## src/rtl/bod_pkg.sv

```systemverilog
// Shared definitions for the brownout-detection sequencer: state encoding
// and the default ADC sample width.
package bod_pkg;

    localparam int ADC_W_DEF = 20;

    typedef enum logic [1:0] {
        MONITOR = 2'd0,
        WARN    = 2'd1,
        TRIP    = 2'd2,
        RECOVER = 2'd3
    } bod_state_e;

endpackage

```

## src/rtl/bod_sample_timer.sv

```systemverilog
// Conversion pacing for the brownout sequencer: period down-counter,
// outstanding-conversion (busy) tracking and conversion timeout.
module bod_sample_timer #(
    parameter int SLOW_DIV = 1000,
    parameter int FAST_DIV = 50,
    parameter int TIMEOUT  = 64
) (
    input  logic clk,
    input  logic rst,
    input  logic adc_valid_i,
    input  logic reload_i,      // state change: restart period for the new state
    input  logic fast_i,        // new/current state uses the fast period
    output logic sample_req_o,
    output logic adc_timeout_o,
    output logic accept_o,      // adc_valid arrived while a conversion is outstanding
    output logic timeout_o      // conversion expires on this edge
);

    localparam int MAXDIV = (SLOW_DIV > FAST_DIV) ? SLOW_DIV : FAST_DIV;
    localparam int TW     = $clog2(MAXDIV + 1);
    localparam int OW     = $clog2(TIMEOUT + 1);

    logic [TW-1:0] timer_q, timer_d, period;
    logic [OW-1:0] age_q, age_d;
    logic          busy_q, busy_d;
    logic          req_ev;
    logic          req_q, tmo_q;

    // Request, accept and timeout events plus next-state of the counters
    always_comb begin
        period    = fast_i ? TW'(FAST_DIV - 1) : TW'(SLOW_DIV - 1);
        req_ev    = !busy_q && (timer_q == '0);
        accept_o  = busy_q && adc_valid_i;
        timeout_o = busy_q && !adc_valid_i && (age_q == OW'(TIMEOUT - 1));

        // The period keeps running during a conversion; it parks at zero
        // until the conversion finishes so the next request waits for it.
        timer_d = timer_q;
        if (req_ev || reload_i)
            timer_d = period;
        else if (timer_q != '0)
            timer_d = timer_q - 1'b1;

        busy_d = busy_q;
        if (req_ev)
            busy_d = 1'b1;
        else if (accept_o || timeout_o)
            busy_d = 1'b0;

        age_d = age_q;
        if (req_ev)
            age_d = '0;
        else if (busy_q)
            age_d = age_q + 1'b1;
    end

    // Counter and pulse registers; reset abandons any outstanding conversion
    always_ff @(posedge clk) begin
        if (rst) begin
            timer_q <= '0;
            age_q   <= '0;
            busy_q  <= 1'b0;
            req_q   <= 1'b0;
            tmo_q   <= 1'b0;
        end else begin
            timer_q <= timer_d;
            age_q   <= age_d;
            busy_q  <= busy_d;
            req_q   <= req_ev;
            tmo_q   <= timeout_o;
        end
    end

    assign sample_req_o  = req_q;
    assign adc_timeout_o = tmo_q;

endmodule

```

## src/rtl/bod_sequencer.sv

```systemverilog
// Brownout-detection sequencer: paces ADC conversions, strobes the rate
// calculator in WARN, and drives the system hold through TRIP/RECOVER.
// Optional: define BOD_EVENT_CNT_EN to add a saturating trip_count output.
module bod_sequencer
    import bod_pkg::*;
#(
    parameter int ADC_W           = ADC_W_DEF,
    parameter int SLOW_DIV        = 1000,
    parameter int FAST_DIV        = 50,
    parameter int TIMEOUT         = 64,
    parameter int RECOVER_SAMPLES = 8
) (
    input  logic             clk,
    input  logic             rst,
    input  logic             adc_valid,
    input  logic [ADC_W-1:0] adc_data,
    input  logic             bod_warn,
    input  logic             bod_trip,
    input  logic             rate_flag,
    input  logic [ADC_W-1:0] recover_level,
    output logic             sample_req,
    output logic [ADC_W-1:0] adc_q,
    output logic             rate_en,
    output logic             sys_hold,
    output logic             adc_timeout,
    output logic [1:0]       state
`ifdef BOD_EVENT_CNT_EN
    ,
    output logic [15:0]      trip_count
`endif
);

    localparam int CW = $clog2(RECOVER_SAMPLES + 1);

    bod_state_e       state_q, state_d;
    logic [CW-1:0]    good_q, good_d;
    logic [ADC_W-1:0] smp_q, smp_d;
    logic             rate_en_q, rate_en_d;
    logic             hold_q, hold_d;
    logic             accept, tmo_ev, sample_good, state_chg;

    assign sample_good = (adc_data >= recover_level);
    assign state_chg   = (state_d != state_q);

    bod_sample_timer #(
        .SLOW_DIV (SLOW_DIV),
        .FAST_DIV (FAST_DIV),
        .TIMEOUT  (TIMEOUT)
    ) u_timer (
        .clk           (clk),
        .rst           (rst),
        .adc_valid_i   (adc_valid),
        .reload_i      (state_chg),
        .fast_i        (state_d != MONITOR),
        .sample_req_o  (sample_req),
        .adc_timeout_o (adc_timeout),
        .accept_o      (accept),
        .timeout_o     (tmo_ev)
    );

    // State register; power-up holds the system until the rail proves good
    always_ff @(posedge clk) begin
        if (rst)
            state_q <= RECOVER;
        else
            state_q <= state_d;
    end

    // Next-state: a hard trip overrides everything, then per-state rules
    always_comb begin
        state_d = state_q;
        if (bod_trip) begin
            state_d = TRIP;
        end else begin
            case (state_q)
                MONITOR: if (bod_warn) state_d = WARN;
                WARN: begin
                    // rate_flag is meaningful only right after the strobe
                    if (rate_en_q && rate_flag)
                        state_d = TRIP;
                    else if (!bod_warn)
                        state_d = MONITOR;
                end
                TRIP:    if (!bod_warn) state_d = RECOVER;
                RECOVER: begin
                    if (bod_warn)
                        state_d = TRIP;
                    else if (accept && sample_good &&
                             good_q >= CW'(RECOVER_SAMPLES - 1))
                        state_d = MONITOR;
                end
                default: state_d = state_q;
            endcase
        end
    end

    // Outputs and datapath next-state: sample capture, strobe, hold, good count
    always_comb begin
        smp_d     = accept ? adc_data : smp_q;
        rate_en_d = accept && (state_q == WARN);
        hold_d    = (state_q == TRIP) || (state_q == RECOVER);

        good_d = good_q;
        if (state_q != RECOVER || tmo_ev) begin
            good_d = '0;
        end else if (accept) begin
            if (!sample_good)
                good_d = '0;
            else if (good_q < CW'(RECOVER_SAMPLES))
                good_d = good_q + 1'b1;
        end
    end

    // Output registers; hold follows the state one cycle later
    always_ff @(posedge clk) begin
        if (rst) begin
            smp_q     <= '0;
            rate_en_q <= 1'b0;
            hold_q    <= 1'b1;
            good_q    <= '0;
        end else begin
            smp_q     <= smp_d;
            rate_en_q <= rate_en_d;
            hold_q    <= hold_d;
            good_q    <= good_d;
        end
    end

    assign adc_q    = smp_q;
    assign rate_en  = rate_en_q;
    assign sys_hold = hold_q;
    assign state    = state_q;

`ifdef BOD_EVENT_CNT_EN
    logic [15:0] trip_cnt_q;

    // Count entries into TRIP, saturating
    always_ff @(posedge clk) begin
        if (rst)
            trip_cnt_q <= '0;
        else if (state_d == TRIP && state_q != TRIP && trip_cnt_q != 16'hFFFF)
            trip_cnt_q <= trip_cnt_q + 16'd1;
    end

    assign trip_count = trip_cnt_q;
`endif

endmodule

```

## config.mk

```make
export PLATFORM = sky130hd
export DESIGN_NAME = bod_sequencer
export DESIGN_NICKNAME = d
export VERILOG_FILES = /design/src/rtl/bod_pkg.sv /design/src/rtl/bod_sample_timer.sv /design/src/rtl/bod_sequencer.sv
export SDC_FILE = /design/constraint.sdc
export NUM_CORES = 1
export LEC_CHECK = 0
export CAP_MARGIN = 10
export CORE_UTILIZATION = 40
export CTS_CLUSTER_SIZE = 8
export DETAILED_ROUTE_END_ITERATION = 16
export PLACE_DENSITY = 0.73
export SLEW_MARGIN = 0
export SYNTH_ARGS = -nofsm -noshare
export SYNTH_HDL_FRONTEND = slang
export SYNTH_SLANG_ARGS = --single-unit
```

## constraint.sdc

```tcl
create_clock -name clk -period 2.75 [get_ports clk]
set_input_delay 0.825 -clock clk [delete_from_list [all_inputs] [get_ports clk]]
set_output_delay 0.825 -clock clk [all_outputs]
set_load 0.05 [all_outputs]
```

; After elaboration in Yosys (flattened, before gate mapping)
; Index checks and enable logic that the tools add are counted.
[word_totals]
ff_bits = 48
input_bits = 46
output_inout_bits = 26
word_cells = 61
[op_classes]
addsub = 3
order_cmp = 3
eq_ne = 7
n_mux = 15
n_reduce_logical = 23
[op_table]
columns = op, count
row1 = 2-to-1 mux 10 bit, 3
row2 = >= comparator 20 bit, 1
row3 = 2-to-1 mux 2 bit, 7
row4 = logical NOT 10 bit, 1
row5 = nonzero test 10 bit, 1
row6 = subtractor 10 x 1 -> 10 bit (second input constant), 1
row7 = logical AND 1 bit, 8
row8 = 2-to-1 mux 4 bit, 2
row9 = case mux 2 bit (4 select lines), 1
row10 = adder 7 x 1 -> 7 bit (second input constant), 1
row11 = equality test 7 x 6 -> 1 bit (second input constant), 1
row12 = nonzero test 2 bit, 3
row13 = adder 4 x 1 -> 4 bit (second input constant), 1
row14 = equality test 2 bit (second input constant), 2
row15 = >= comparator 4 x 3 -> 1 bit (second input constant), 1
row16 = logical OR 1 bit, 4
row17 = < comparator 4 bit (second input constant), 1
row18 = OR reduction 2 bit, 2
row19 = equality test 2 x 1 -> 1 bit (second input constant), 1
row20 = logical NOT 1 bit, 2
row21 = logical NOT 2 bit, 1
row22 = 2-to-1 mux 1 bit, 2
row23 = != test 2 x 1 -> 1 bit (second input constant), 1
row24 = != test 2 bit, 1
row25 = 2 further kinds, 2

; Logic depth before layout (Yosys ltp)
[logic_depth]
word_depth = 10
mapped_depth = 10
ltp_nobuf = 9

; By module
; A second synthesis with hierarchy kept.
[hier_totals]
cells_unflattened = 292
area_unflattened_um2 = 2600.0
[by_module_without_submodules]
columns = module, n_inst, cells_per_inst, area_each_um2
row1 = bod_sequencer, 1, 184, 1626.6
row2 = bod_sample_timer, 1, 108, 973.4

; Worst setup path after synthesis
; Ideal clock, no wire load.
[synth_timing]
path_kind = input port to flip-flop
startpoint = input port recover_level[2]
endpoint = register u_timer.timer_q[2]
setup_time_ns = 0.139
t_arrival_ns = 2.561
required_time_ns = 2.611
setup_slack_ns = 0.050
cell_stages = 9
n_path_buf = 0
cell_sequence = inv_1 > ha_1 > a211o_1 > a31oi_1 > o221ai_1 > a2bb2oi_1 > a21oi_1 > o21bai_1 > o31ai_1
[synth_via]
elab_chain_len = 10
word_cells_on_any_way = 13
classes_between = order compare: 1 / eq/ne: 1 / mux: 6 / reduce/logical: 5
[synth_lines]
columns = element, line_no
row1 = "start, declared", bod_sequencer.sv:20  ; input logic [ADC_W-1:0] recover_level,
row2 = >= comparator 20 bit (*), bod_sequencer.sv:42  ; assign sample_good = (adc_data >= recover_level);
row3 = logical AND 1 bit (*) (2 in series), bod_sequencer.sv:88  ; else if (accept && sample_good &&
row4 = 2-to-1 mux 2 bit (*), bod_sequencer.sv:88
row5 = 2-to-1 mux 2 bit (*), bod_sequencer.sv:86  ; if (bod_warn)
row6 = case mux 2 bit (4 select lines) (*), bod_sequencer.sv:75  ; case (state_q)
row7 = 2-to-1 mux 2 bit (*), bod_sequencer.sv:72  ; if (bod_trip) begin
row8 = nonzero test 2 bit or != test 2 bit (tied branches), "bod_sequencer.sv:54, bod_sequencer.sv:43"
row9 = 2-to-1 mux 10 bit or logical OR 1 bit (tied branches), "bod_sample_timer.sv:31, bod_sample_timer.sv:39"
row10 = 2-to-1 mux 10 bit or nonzero test 2 bit (tied branches), --
row11 = "end signal, assigned", bod_sample_timer.sv:66  ; timer_q <= timer_d;
row12 = "end, declared", bod_sample_timer.sv:23  ; logic [TW-1:0] timer_q, timer_d, period;
; Mark *: on every way between the ends. The rest lies on a longest branch, timed or not.
; A chain may end at the register's enable or synchronous reset.

; Worst setup path in the final report
[layout_timing]
startpoint = input port adc_data[4]
endpoint = register u_timer.timer_q[9]
[layout_via]
elab_chain_len = 10
word_cells_on_any_way = 13
classes_between = order compare: 1 / eq/ne: 1 / mux: 6 / reduce/logical: 5
[layout_lines]
columns = element, line_no
row1 = "start, declared", bod_sequencer.sv:16  ; input logic [ADC_W-1:0] adc_data,
row2 = >= comparator 20 bit (*), bod_sequencer.sv:42
row3 = logical AND 1 bit (*) (2 in series), bod_sequencer.sv:88
row4 = 2-to-1 mux 2 bit (*), bod_sequencer.sv:88
row5 = 2-to-1 mux 2 bit (*), bod_sequencer.sv:86
row6 = case mux 2 bit (4 select lines) (*), bod_sequencer.sv:75
row7 = 2-to-1 mux 2 bit (*), bod_sequencer.sv:72
row8 = nonzero test 2 bit or != test 2 bit (tied branches), "bod_sequencer.sv:54, bod_sequencer.sv:43"
row9 = 2-to-1 mux 10 bit or logical OR 1 bit (tied branches), "bod_sample_timer.sv:31, bod_sample_timer.sv:39"
row10 = 2-to-1 mux 10 bit or nonzero test 2 bit (tied branches), --
; Marks and branches as above.

==> metrics.txt <==
CP max stage cell=clkdlybuf4s50_1; commonest non-fill, non-tap cell in the layout=nand2_1; hpwl dp=4670 µm; combinational fraction of design power=0.306; Syn Nets=387; Die X=82.2 µm; total global routing overflow=0; sequential share of the synthesized area=0.373; clock network power share=0.327; Max clock buf depth=2; row cnt=28; 1st-iter DRT viols=121; PortBufs=71; post-synth cell types=49; met2 usage=0.332; Crit path max-delay family=compound AO/OA/AOI/OAI gates; Max Slew Vio Count=0; fin crit period=2.71 ns; Worst Path Arrival=2.95 ns; pin count of the biggest net entering global routing=33; Worst Tran Pin Value=0.563 ns; met3 Usage GRT=0.0484; Register Area=961 µm²; met1 Usage GRT=0.239; CTS Root Cell=clkbuf_8; layout cells sized above 1=0.191; # IOs=72; final std cells w/o fill=483; Crit Path Max Fanout=7; most frequent cells in the layout=56 x nand2_1, 48 x dfxtp_1, 48 x clkdlybuf4s50_1; clock sink count=48; Sw Ratio=0.300; Flop pwr share=0.367; setup violators final=0; Peak VDD IR=396 µV; PwrDens=538 nW/µm²; clock skew=0.00903 ns; Max stage delay on crit path=0.43 ns; Placed Area=3470 µm²; die area=6760 µm²; Worst EP required=2.98 ns; WL per Instance=14.7 µm; Static Leakage=1.71 nW; Worst slew margin=0.622; Internal Power=1.50 mW; setup TNS=0 ns; Yosys warning total=0; core area=6060 µm²; Tcrit/Tclk final=0.987; Hold Crit Class=flip-flop to flip-flop; CP endpoint kind=flip-flop; clock slew seen by the registers of the worst setup and hold paths=0.09 ns; Clock H-tree levels=2; Pre-antenna DRT Iters=4; vias=2533; NumNets Final=476; first-pass GRT wire length=10200 µm; post-route cell area=4000 µm²; fmax=369 MHz; final wirelength=7100 µm; status=finished clean; total track usage=0.198; max-capacitance violation count=0; vias in the first global route=2310; Critical Path Start Type=primary input; drc violations=0; Mean Syn Cell Area=8.10 µm²; switching pwr=645 µW; starting density of the core=0.425; detail-routed via count per cell=5.24; Fin. Hold Viols=0; initial antenna violation count=0; Post-Syn Instances=318; Final Util=0.660; synthesized area=2570 µm²; Placed Cells=472; GR peak layer=met2; die height=82.2 µm; Area Growth Syn to Fin=55.3%; CP cell instances=clkdlybuf4s50_1, ha_1, nand2_1, or3_1, o221ai_2, a2bb2oi_4, o21a_1, o21bai_4, o31ai_1; Clock Latency Late Sink=0.31 ns; ANT nets after route=0; Crit Path Category=primary input to flip-flop; filler cell count=485; multi-input gate area in the final layout=1770 µm²; routability cong.=0.843; number of storage elements in the synthesis netlist=48; CP bufs+invs=1; n_diodes=0; TritonCTS buffer count=5; CTS tree=done
==> stage by stage <==
step,setup WS [ns],power (mW),hold WS [ns]
floorplan,0.0499,1.17,0.470
global placement,-0.514,1.36,0.441
detailed placement,-0.527,1.37,0.448
CTS,0.0123,2.10,0.459
global route,-0.0612,2.25,0.488
finish,0.0363,2.15,0.458
==> metal layers <==
layer | share of wire | vias up | wire length [µm]
li1 | - | 1275 | -
met1 | 0.44 | 1157 | 3100
met2 | 0.48 | 83 | 3400
met3 | 0.059 | 18 | 418
met4 | 0.025 | 0 | 176
met5 | 0 | - | 0
==> path summary, 6_finish.rpt <==
| kind | from | to | slack, ns | cells past startpoint |
|---|---|---|---|---|
| worst max-delay path | adc_data[4] | u_timer.timer_q[9]$_SDFFE_PP0P_ | 0.04 | 9 |
| worst min-delay path | adc_q[16]$_SDFFE_PP0P_ | adc_q[16]$_SDFFE_PP0P_ | 0.46 | 2 |
| worst max register to register | u_timer.timer_q[0]$_SDFFE_PP0P_ | u_timer.timer_q[3]$_SDFFE_PP0P_ | 0.37 | 10 |
| worst min register to register | adc_q[16]$_SDFFE_PP0P_ | adc_q[16]$_SDFFE_PP0P_ | 0.46 | 2 |
==> Yosys cell counts (all sizes together) <==
cell     count  share of area
o2bb2ai      2         0.0092
a21boi       1         0.0029
o21bai       1         0.0029
nand2b       4          0.011
or4          3          0.012
xnor2       10          0.034
a21oi       38          0.074
buf          1         0.0044
nor2        23          0.035
nor3         5         0.0097
a41oi        1         0.0034
nand2       59          0.086
inv         24          0.035
or4b         1         0.0039
nand3        7          0.016
nor4         3         0.0073
nand3b       1         0.0029
nand4        5          0.012
a31oi        2         0.0049
or3          2         0.0049
o21ai        5          0.011
xor2         6          0.020
o21a         1         0.0029
and2         4         0.0097
mux2i        1         0.0039
or2b         1         0.0029
a2bb2oi      2         0.0068
a211o        1         0.0034
a311oi       2         0.0068
or2          4         0.0097
dfxtp       48           0.37
o221ai       2         0.0068
clkbuf       8          0.012
nand4b       2         0.0068
a22oi        1         0.0029
o31ai        6          0.017
nor2b        5          0.013
o211ai       1         0.0029
a221oi       1         0.0034
ha          23           0.11
and3         1         0.0024
==> power groups by stage <==
stage	clock network [mW]	logic [mW]	registers (mW)
2_1_floorplan	0	0.311	0.857
5_1_grt	0.735	0.718	0.797
3_3_place_gp	0	0.557	0.803
6_report	0.703	0.658	0.789
3_5_place_dp	0	0.564	0.805
4_1_cts	0.714	0.600	0.789
==> area by class of cell <==
class / instances / area share
clock inverters: 3 / 0.0225
clock buffers: 5 / 0.0172
well taps: 75 / 0.0235
multi-input cells: 237 / 0.443
inverters: 24 / 0.0225
repair buffers: 91 / 0.231
flip-flops and latches: 48 / 0.240
==> worst reg2reg max path, stage by stage, from the launching register on <==
cell	delay [ns]
dfxtp_1	0.35
inv_1	0.07
ha_1	0.19
or4b_1	0.52
or4_4	0.50
nand3_2	0.16
nor2b_4	0.06
o2bb2ai_4	0.15
nand2b_4	0.14
buf_6	0.11
nor2_1	0.03
==> sequential cells by signal, summed over array words and instances, names as in the netlist <==
register	flops
u_timer.adc_timeout_o	1
u_timer.timer_q	10
u_timer.busy_q	1
good_q	4
u_timer.age_q	7
adc_q	20
u_timer.sample_req_o	1
rate_en	1
sys_hold	1
state	2
==> kinds of logic (layout without fill, tap and decap cells) <==
kind of cell,Yosys count,count (layout),share of synthesized area
simple gates,130,130,0.244
compound gates,67,67,0.162
flops,48,48,0.373
buf+inv,33,123,0.0510
fa+ha+maj,23,23,0.112
xor+xnor,16,16,0.0544
mux,1,1,0.00389
==> repair_timing <==
| action | 4_1_cts | 5_1_grt |
|---|---|---|
| pin swaps | 9 | 18 |
| setup buffers | 2 | 2 |
| gates resized for setup | 14 | 58 |
| setup endpoints to repair | 8 | 15 |
| hold buffers | 0 | 0 |
Power figures use the tool's default switching activity.
